<file path="src/rtl/mem_port_arbiter.sv">
// mem_port_arbiter: shares one unified memory port between instruction fetch
// and data access. One transaction is outstanding at a time. Data has priority,
// but a saturating streak counter forces a fetch grant after MAX_D_STREAK
// consecutive data grants while fetch waits. A kill discards an in-flight
// fetch response.
//
// Ports:
//   clk, rst                          clock, synchronous active-high reset
//   if_req/if_addr/if_kill            fetch request, address, redirect kill
//   if_rvalid/if_rdata/if_stall       fetch completion pulse, data, stall
//   d_req/d_we/d_addr/d_wdata/d_be    data request fields
//   d_done/d_rdata/d_stall            data completion pulse, load data, stall
//   mem_req/mem_we/mem_addr/
//   mem_wdata/mem_be                  registered memory request
//   mem_ready/mem_rvalid/mem_rdata    memory accept and response
module mem_port_arbiter #(
  parameter int unsigned XLEN         = 32,
  parameter int unsigned MAX_D_STREAK = 4
) (
  input  logic              clk,
  input  logic              rst,
  input  logic              if_req,
  input  logic [XLEN-1:0]   if_addr,
  input  logic              if_kill,
  output logic              if_rvalid,
  output logic [XLEN-1:0]   if_rdata,
  output logic              if_stall,
  input  logic              d_req,
  input  logic              d_we,
  input  logic [XLEN-1:0]   d_addr,
  input  logic [XLEN-1:0]   d_wdata,
  input  logic [XLEN/8-1:0] d_be,
  output logic              d_done,
  output logic [XLEN-1:0]   d_rdata,
  output logic              d_stall,
  output logic              mem_req,
  output logic              mem_we,
  output logic [XLEN-1:0]   mem_addr,
  output logic [XLEN-1:0]   mem_wdata,
  output logic [XLEN/8-1:0] mem_be,
  input  logic              mem_ready,
  input  logic              mem_rvalid,
  input  logic [XLEN-1:0]   mem_rdata
);

  localparam int unsigned SW = $clog2(MAX_D_STREAK + 1);

  localparam logic [1:0] S_IDLE  = 2'd0;
  localparam logic [1:0] S_ISSUE = 2'd1;
  localparam logic [1:0] S_WAIT  = 2'd2;
  localparam logic [1:0] S_RESP  = 2'd3;

  logic [1:0]    state;
  logic [1:0]    state_nxt;
  logic          owner_f;   // 1 = current transaction belongs to fetch
  logic          drop;
  logic [SW-1:0] streak;
  logic          f_elig;
  logic          grant_d;
  logic          grant_f;
  logic          resp_drop;

  // Stalls are combinational from the request and the registered done pulses.
  assign if_stall = if_req && !if_rvalid;
  assign d_stall  = d_req && !d_done;

  // Next-state and grant decision.
  always_comb begin
    state_nxt = state;
    grant_d   = 1'b0;
    grant_f   = 1'b0;
    f_elig    = if_req && !if_kill;
    // A kill arriving with the response also discards it.
    resp_drop = drop || (owner_f && if_kill);
    case (state)
      S_IDLE: begin
        if (d_req && !(f_elig && (streak == SW'(MAX_D_STREAK)))) begin
          grant_d = 1'b1;
        end else if (f_elig) begin
          grant_f = 1'b1;
        end
        if (grant_d || grant_f) state_nxt = S_ISSUE;
      end
      S_ISSUE: if (mem_ready)  state_nxt = S_WAIT;
      S_WAIT:  if (mem_rvalid) state_nxt = S_RESP;
      S_RESP:  state_nxt = S_IDLE;
      default: state_nxt = S_IDLE;
    endcase
  end

  // State register.
  always_ff @(posedge clk) begin
    if (rst) state <= S_IDLE;
    else     state <= state_nxt;
  end

  // Request latch, response capture, streak and drop bookkeeping.
  always_ff @(posedge clk) begin
    if (rst) begin
      owner_f   <= 1'b0;
      drop      <= 1'b0;
      streak    <= '0;
      mem_req   <= 1'b0;
      mem_we    <= 1'b0;
      mem_addr  <= '0;
      mem_wdata <= '0;
      mem_be    <= '0;
      if_rvalid <= 1'b0;
      if_rdata  <= '0;
      d_done    <= 1'b0;
      d_rdata   <= '0;
    end else begin
      if_rvalid <= 1'b0;
      d_done    <= 1'b0;
      case (state)
        S_IDLE: begin
          if (grant_d) begin
            owner_f   <= 1'b0;
            mem_req   <= 1'b1;
            mem_we    <= d_we;
            mem_addr  <= d_addr;
            mem_wdata <= d_wdata;
            mem_be    <= d_be;
            // Count only data grants that made fetch wait; saturate.
            if (!if_req)                             streak <= '0;
            else if (streak != SW'(MAX_D_STREAK))    streak <= streak + SW'(1);
          end else if (grant_f) begin
            owner_f   <= 1'b1;
            mem_req   <= 1'b1;
            mem_we    <= 1'b0;
            mem_addr  <= if_addr;
            mem_wdata <= '0;
            mem_be    <= '1;
            streak    <= '0;
          end
        end
        S_ISSUE: if (mem_ready) mem_req <= 1'b0;
        S_WAIT: begin
          if (mem_rvalid) begin
            if (owner_f) begin
              if (!resp_drop) begin
                if_rdata  <= mem_rdata;
                if_rvalid <= 1'b1;
              end
            end else begin
              if (!mem_we) d_rdata <= mem_rdata;
              d_done <= 1'b1;
            end
          end
        end
        S_RESP: drop <= 1'b0;
        default: ;
      endcase
      if (owner_f && if_kill && ((state == S_ISSUE) || (state == S_WAIT))) drop <= 1'b1;
    end
  end

endmodule

</file>
<file path="config.mk">
export PLATFORM = sky130hd
export DESIGN_NAME = mem_port_arbiter
export DESIGN_NICKNAME = d
export VERILOG_FILES = /design/src/rtl/mem_port_arbiter.sv
export SDC_FILE = /design/constraint.sdc
export NUM_CORES = 1
export LEC_CHECK = 0
export BUFFER_PORTS_ARGS = -buffer_cell sky130_fd_sc_hd__buf_2
export CAP_MARGIN = 20
export CORE_ASPECT_RATIO = 0.75
export CORE_UTILIZATION = 48
export CTS_CLUSTER_SIZE = 40
export DETAILED_ROUTE_END_ITERATION = 10
export HOLD_SLACK_MARGIN = 0.03
export PLACE_DENSITY = 0.95
export SLEW_MARGIN = 20
export SYNTH_ARGS = -nofsm -noshare
export SYNTH_HDL_FRONTEND = slang
export SYNTH_SLANG_ARGS = --single-unit
</file>
<file path="constraint.sdc">
create_clock -name clk -period 5.8 [get_ports clk]
set_clock_uncertainty 0.15 [all_clocks]
set_input_delay 0.29 -clock clk [delete_from_list [all_inputs] [get_ports clk]]
set_output_delay 0.29 -clock clk [all_outputs]
set_load 0.03 [all_outputs]
</file>
## After elaboration in Yosys (flattened, before gate mapping)

Cells that the tools add are included.

| word-level totals | value |
|---|---|
| flip-flop bits (word level) | 143 |
| bits of input ports | 140 |
| output and inout bits | 138 |
| word-level logic and storage cells | 87 |

| cells by class | value |
|---|---|
| add/subtract/negate cells | 1 |
| equality and inequality tests | 10 |
| mux-type cells | 32 |
| bitwise gates (word level) | 5 |
| reductions and logical operators | 26 |

Operator list:

| kind | count |
|---|---|
| 32-bit 2-to-1 mux | 4 |
| 1-bit 2-to-1 mux | 17 |
| 3-bit 2-to-1 mux | 4 |
| 3-bit AND reduction | 3 |
| 4-bit 2-to-1 mux | 2 |
| 2-bit case mux with 4 select lines | 1 |
| 4-bit AND reduction | 2 |
| 1-bit logical AND | 7 |
| 2-bit 2-to-1 mux | 3 |
| 2-bit != test (second input constant) | 3 |
| 3-bit != test (second input constant) | 2 |
| 2-bit nonzero test | 3 |
| 1-bit NOT | 5 |
| 2-bit == test (second input constant) | 2 |
| 1-bit zero test | 4 |
| 4-bit OR reduction | 1 |
| 3-bit by 1-bit adder with 3-bit output (second input constant) | 1 |
| 3-bit == test (second input constant) | 1 |
| 1-bit logical OR | 3 |
| 3-bit by 2-bit != test with 1-bit output (second input constant) | 1 |
| 3-bit OR reduction | 1 |
| 2-bit by 1-bit == test with 1-bit output (second input constant) | 1 |
| 2-bit zero test | 1 |
| 1-bit case mux with 2 select lines | 1 |
| 2-bit AND reduction | 1 |

## Depth between registers and ports, before layout

| depth | value |
|---|---|
| word-level depth | 11 |
| mapped depth | 8 |
| depth with buffers taken out | 6 |

## Worst setup path before layout

Ideal clock, no wire load.

| path | value |
|---|---|
| path type | register to register |
| start point | register state[0] |
| end point | register if_rdata[25] |
| setup time | 0.132 ns |
| data arrival time | 1.690 ns |
| data required time | 5.518 ns |
| slack | 3.828 ns |
| cell stages (with the launch flop) | 9 |
| path buffers | 2 |
| clock period less this slack | 1.972 ns |
| path through | dfxtp_1 -> inv_1 -> ha_1 -> nand2_1 -> or4b_2 -> clkbuf_1 -> buf_2 -> nand2_1 -> a21oi_1 |

| between the ends | value |
|---|---|
| cells in the longest elaborated chain, start to end | 2 |

RTL lines:

| item | RTL line | source |
|---|---|---|
| start: declaration | 53 | `logic [1:0] state;` |
| start signal: assignment | 94 | `else state <= state_nxt;` |
| 2-bit == test | 115 | `case (state)` |
| 4-bit AND reduction (no line) | - |  |
| end signal: assignment | 142 | `if_rdata <= mem_rdata;` |
| end: declaration | 26 | `output logic [XLEN-1:0] if_rdata,` |

Every way passes these cells.
A chain may end at the register's enable or synchronous reset.

## Worst setup path in the final report

| path | value |
|---|---|
| start point | register state[0] |
| end point | register mem_addr[27] |

| between the ends | value |
|---|---|
| cells in the longest elaborated chain, start to end | 4 |
| elaborated cells on any way between the ends | 6 |
| those cells by class | 3 x mux; 3 x reduce/logical |

RTL lines:

| item | RTL line | source |
|---|---|---|
| 2-bit zero test * | 75, 115 |  |
| 1-bit 2-to-1 mux | 75 | `case (state)` |
| 2-bit nonzero test (no line) | - |  |
| 2-bit AND reduction (no line) | - |  |
| end signal: assignment | 121 | `mem_addr <= d_addr;` |
| end signal: assignment | 131 | `mem_addr <= if_addr;` |
| end: declaration | 38 | `output logic [XLEN-1:0] mem_addr,` |

Mark *: on every way between the ends. The rest lies on a longest branch, timed or not.

==> results.py <==
metrics = {
    "finish": {
        "final_cell_count_no_fill": 1127,
        "design_area_mm2": 0.00840,
        "syn_to_final_growth_pct": 61.9,
        "final_cell_mix": "buf_2 (276), nand2_1 (164), dfxtp_1 (143)",
        "final_common_cell": "buf_2",
        "drive_gt1_share_pct": 32.4,
        "nets": 1123,
        "multiInputGateArea_mm2": 0.00215,
        "nFillCells": 557,
        "regArea_mm2": 0.00286,
    },
    "hold_path": {
        "hp-class": "primary input to register",
        "worstHoldStart": "d_addr[11]",
    },
    "global_route": {
        "grt-busiest-layer": "met2",
        "grt_pass1_vias": 6312,
        "grt_max_degree": 92,
        "use_met3_pct": 15.7,
        "grt_use_met1_pct": 38.5,
        "track_usage_pct": 37.7,
        "grt_first_pass_wirelength_um": 32300,
        "grt_use_met2_pct": 61.4,
        "antenna_found_initial": 1,
        "grt_overflow": 0,
    },
    "yosys": {
        "synthTopCellsByArea": "dfxtp_1 (55%), nand2_1 (12%), a21oi_1 (9.8%)",
        "synth-main-ff-cell": "dfxtp_1",
        "synth.largest_area_cell": "dfxtp_1",
        "ys_seq_elements": 143,
        "synth_edf_count": 0,
        "synth_nets": 757,
        "ys_types": 30,
        "yosysSeqAreaShare_pct": 55.2,
        "yosysWarnings": 0,
        "synth_top_area_share_pct": 55.2,
        "avgSynthCellArea_um2": 8.49,
        "synthesis.area_mm2": 0.00519,
        "async_reset_ff_share_pct": 0,
        "syn_inst": 611,
    },
    "placed_design": {
        "hpwlAfterDp_um": 10300,
        "place.gp.congestion": 0.787,
        "pre_cts_slack_ns": 2.96,
        "placed_area_mm2": 0.00664,
        "dp_cells": 983,
        "io_buffer_count": 277,
    },
    "timing": {
        "worst_slew_pin_slew_ns": 0.915,
        "rsz0062_at_grt": "false",
        "fin_tns_setup_ns": 0,
        "finalHoldViolCount": 0,
        "fin_crit_ns": 3.56,
        "slew_headroom_pct": 39.0,
        "finalCritPeriodShare_pct": 61.3,
        "setup_violations": 0,
        "timing.final.ws_setup_ns": 2.24,
        "drv_slew": 0,
        "timing.fmax_mhz": 281,
    },
    "detailed_routing": {
        "dr.pass1.iters": 6,
        "drc_errors": 0,
        "detail-route-antenna-nets": 0,
        "wl_per_cell_um": 18.5,
        "vias": 6274,
        "drtIter0Drc": 667,
        "wl_um": 20900,
        "viasPerCell": 5.57,
    },
    "floorplan": {
        "start_util_pct": 49.8,
        "die_w_um": 122,
        "dieHeight_um": 92.0,
        "die_area_mm2": 0.0112,
        "core_area_mm2": 0.0104,
        "rows": 32,
        "num_io_pins": 278,
    },
    "power": {
        "pwr_density_cell_mw_per_mm2": 421,
        "total_power_mw": 3.54,
        "p_leak_nw": 3.79,
        "irDropWorstVdd_uv": 280,
    },
    "setup_path": {
        "arrival_ns": 3.75,
        "critical_path_class": "register to register",
        "reg2reg_from": "state[0]",
        "startpoint": "state[0]",
        "critPathMaxFanout": 48,
        "cp-start-kind": "register",
        "crit_required_ns": 5.99,
        "critPathCaptureType": "register",
    },
    "clocking": {
        "clock_path_buffers": 2,
        "clock_latency_ns": 0.40,
        "cts.sinks": 143,
        "root_buffer": "clkbuf_16",
        "htreeDepth": 4,
        "cts_buffers": 17,
        "clk_pin_slew_worst_paths_ns": 0.06,
        "tritoncts": "done",
        "cts_resized": 0,
    },
    "outcome": {
        "outcome": "complete, no violations",
    },
    "run": {
        "maxCapViolations": 0,
    },
}
where the power goes:
part | internal, mW | switching (mW) | total (mW)
Sequential | 1.13 | 0.0933 | 1.22
Combinational | 0.379 | 0.744 | 1.12
Clock | 0.769 | 0.425 | 1.19
Total | 2.27 | 1.26 | 3.54
worst paths after layout:
path	to	slack [ns]	cells after the start
max	mem_addr[27]	2.24	8
min reg2reg	d_rdata[7]	0.30	2
max reg2reg	mem_addr[27]	2.24	8
min	mem_addr[11]	0.04	3
kinds of logic (layout without fill, tap and decap cells):
logic type	count (synthesis)	in the layout	share of synthesized area, %
AO/OA/AOI/OAI	181	181	21.4
multiplexers	2	2	0.386
flip-flops	143	143	55.2
adder cells (fa/ha/maj)	6	6	1.45
AND/OR/NAND/NOR	225	225	17.3
buffers and inverters	54	433	4.29
other	0	1	0
state kept, by name, indices dropped and copies added, names as in the netlist:
register	cells
d_rdata	32
if_rdata	32
mem_addr	32
mem_wdata	32
mem_be	4
streak	3
state	2
d_done	1
drop	1
if_rvalid	1
mem_req	1
mem_we	1
owner_f	1
area by class of cell:
cell class | count | share of cell area, %
sequential | 143 | 34.1
timing repair buffer | 394 | 30.3
multi-input combinational | 414 | 25.6
clock buffer | 20 | 5.20
clock inverter | 12 | 2.47
tap | 136 | 2.03
inverter | 7 | 0.313
antenna | 1 | 0.0298
worst max-delay path: stages, from the launching register on:
cell and delay (ns):
dfxtp_1 0.34, inv_1 0.11, ha_1 0.35, inv_2 0.12, a311oi_4 0.81, buf_4 0.57
a22oi_1 0.17, a21oi_1 0.25, dlygate4sd3_1 0.61
through the flow:
step	hold slack, ns	utilization [%]
final	0.0427	80.7
after global routing	0.0365	80.6
after CTS	0.0314	80.6
after detailed placement	0.294	63.8
after global placement	0.289	63.8
after floorplan	0.276	-
routing by layer:
layer | vias to the layer above | wire length, um | share of wire, %
met3 | 132 | 1990 | 9.5
li1 | 2819 | - | -
met2 | 452 | 10100 | 49
met4 | 0 | 1410 | 6.7
met1 | 2871 | 7360 | 35
met5 | - | 0 | 0
synthesized netlist by cell type, types with 2 or more instances:
cell type and instances:
dfxtp_1 143, nor2b_1 4, a22oi_1 65, ha_1 6, a311oi_1 2, o211ai_1 2
inv_1 5, o22ai_1 4, buf_2 7, mux2i_1 2, nor3_1 5, nor2_1 43
a21oi_1 102, clkbuf_1 37, inv_2 2, nand2b_1 3, buf_4 3, nand2_1 164
repair_timing:
action,4_1_cts,5_1_grt
hold buffers,111,0
endpoints found under the hold margin,130,0
buffers inserted,0,0
(Power assumes the default switching activity.)
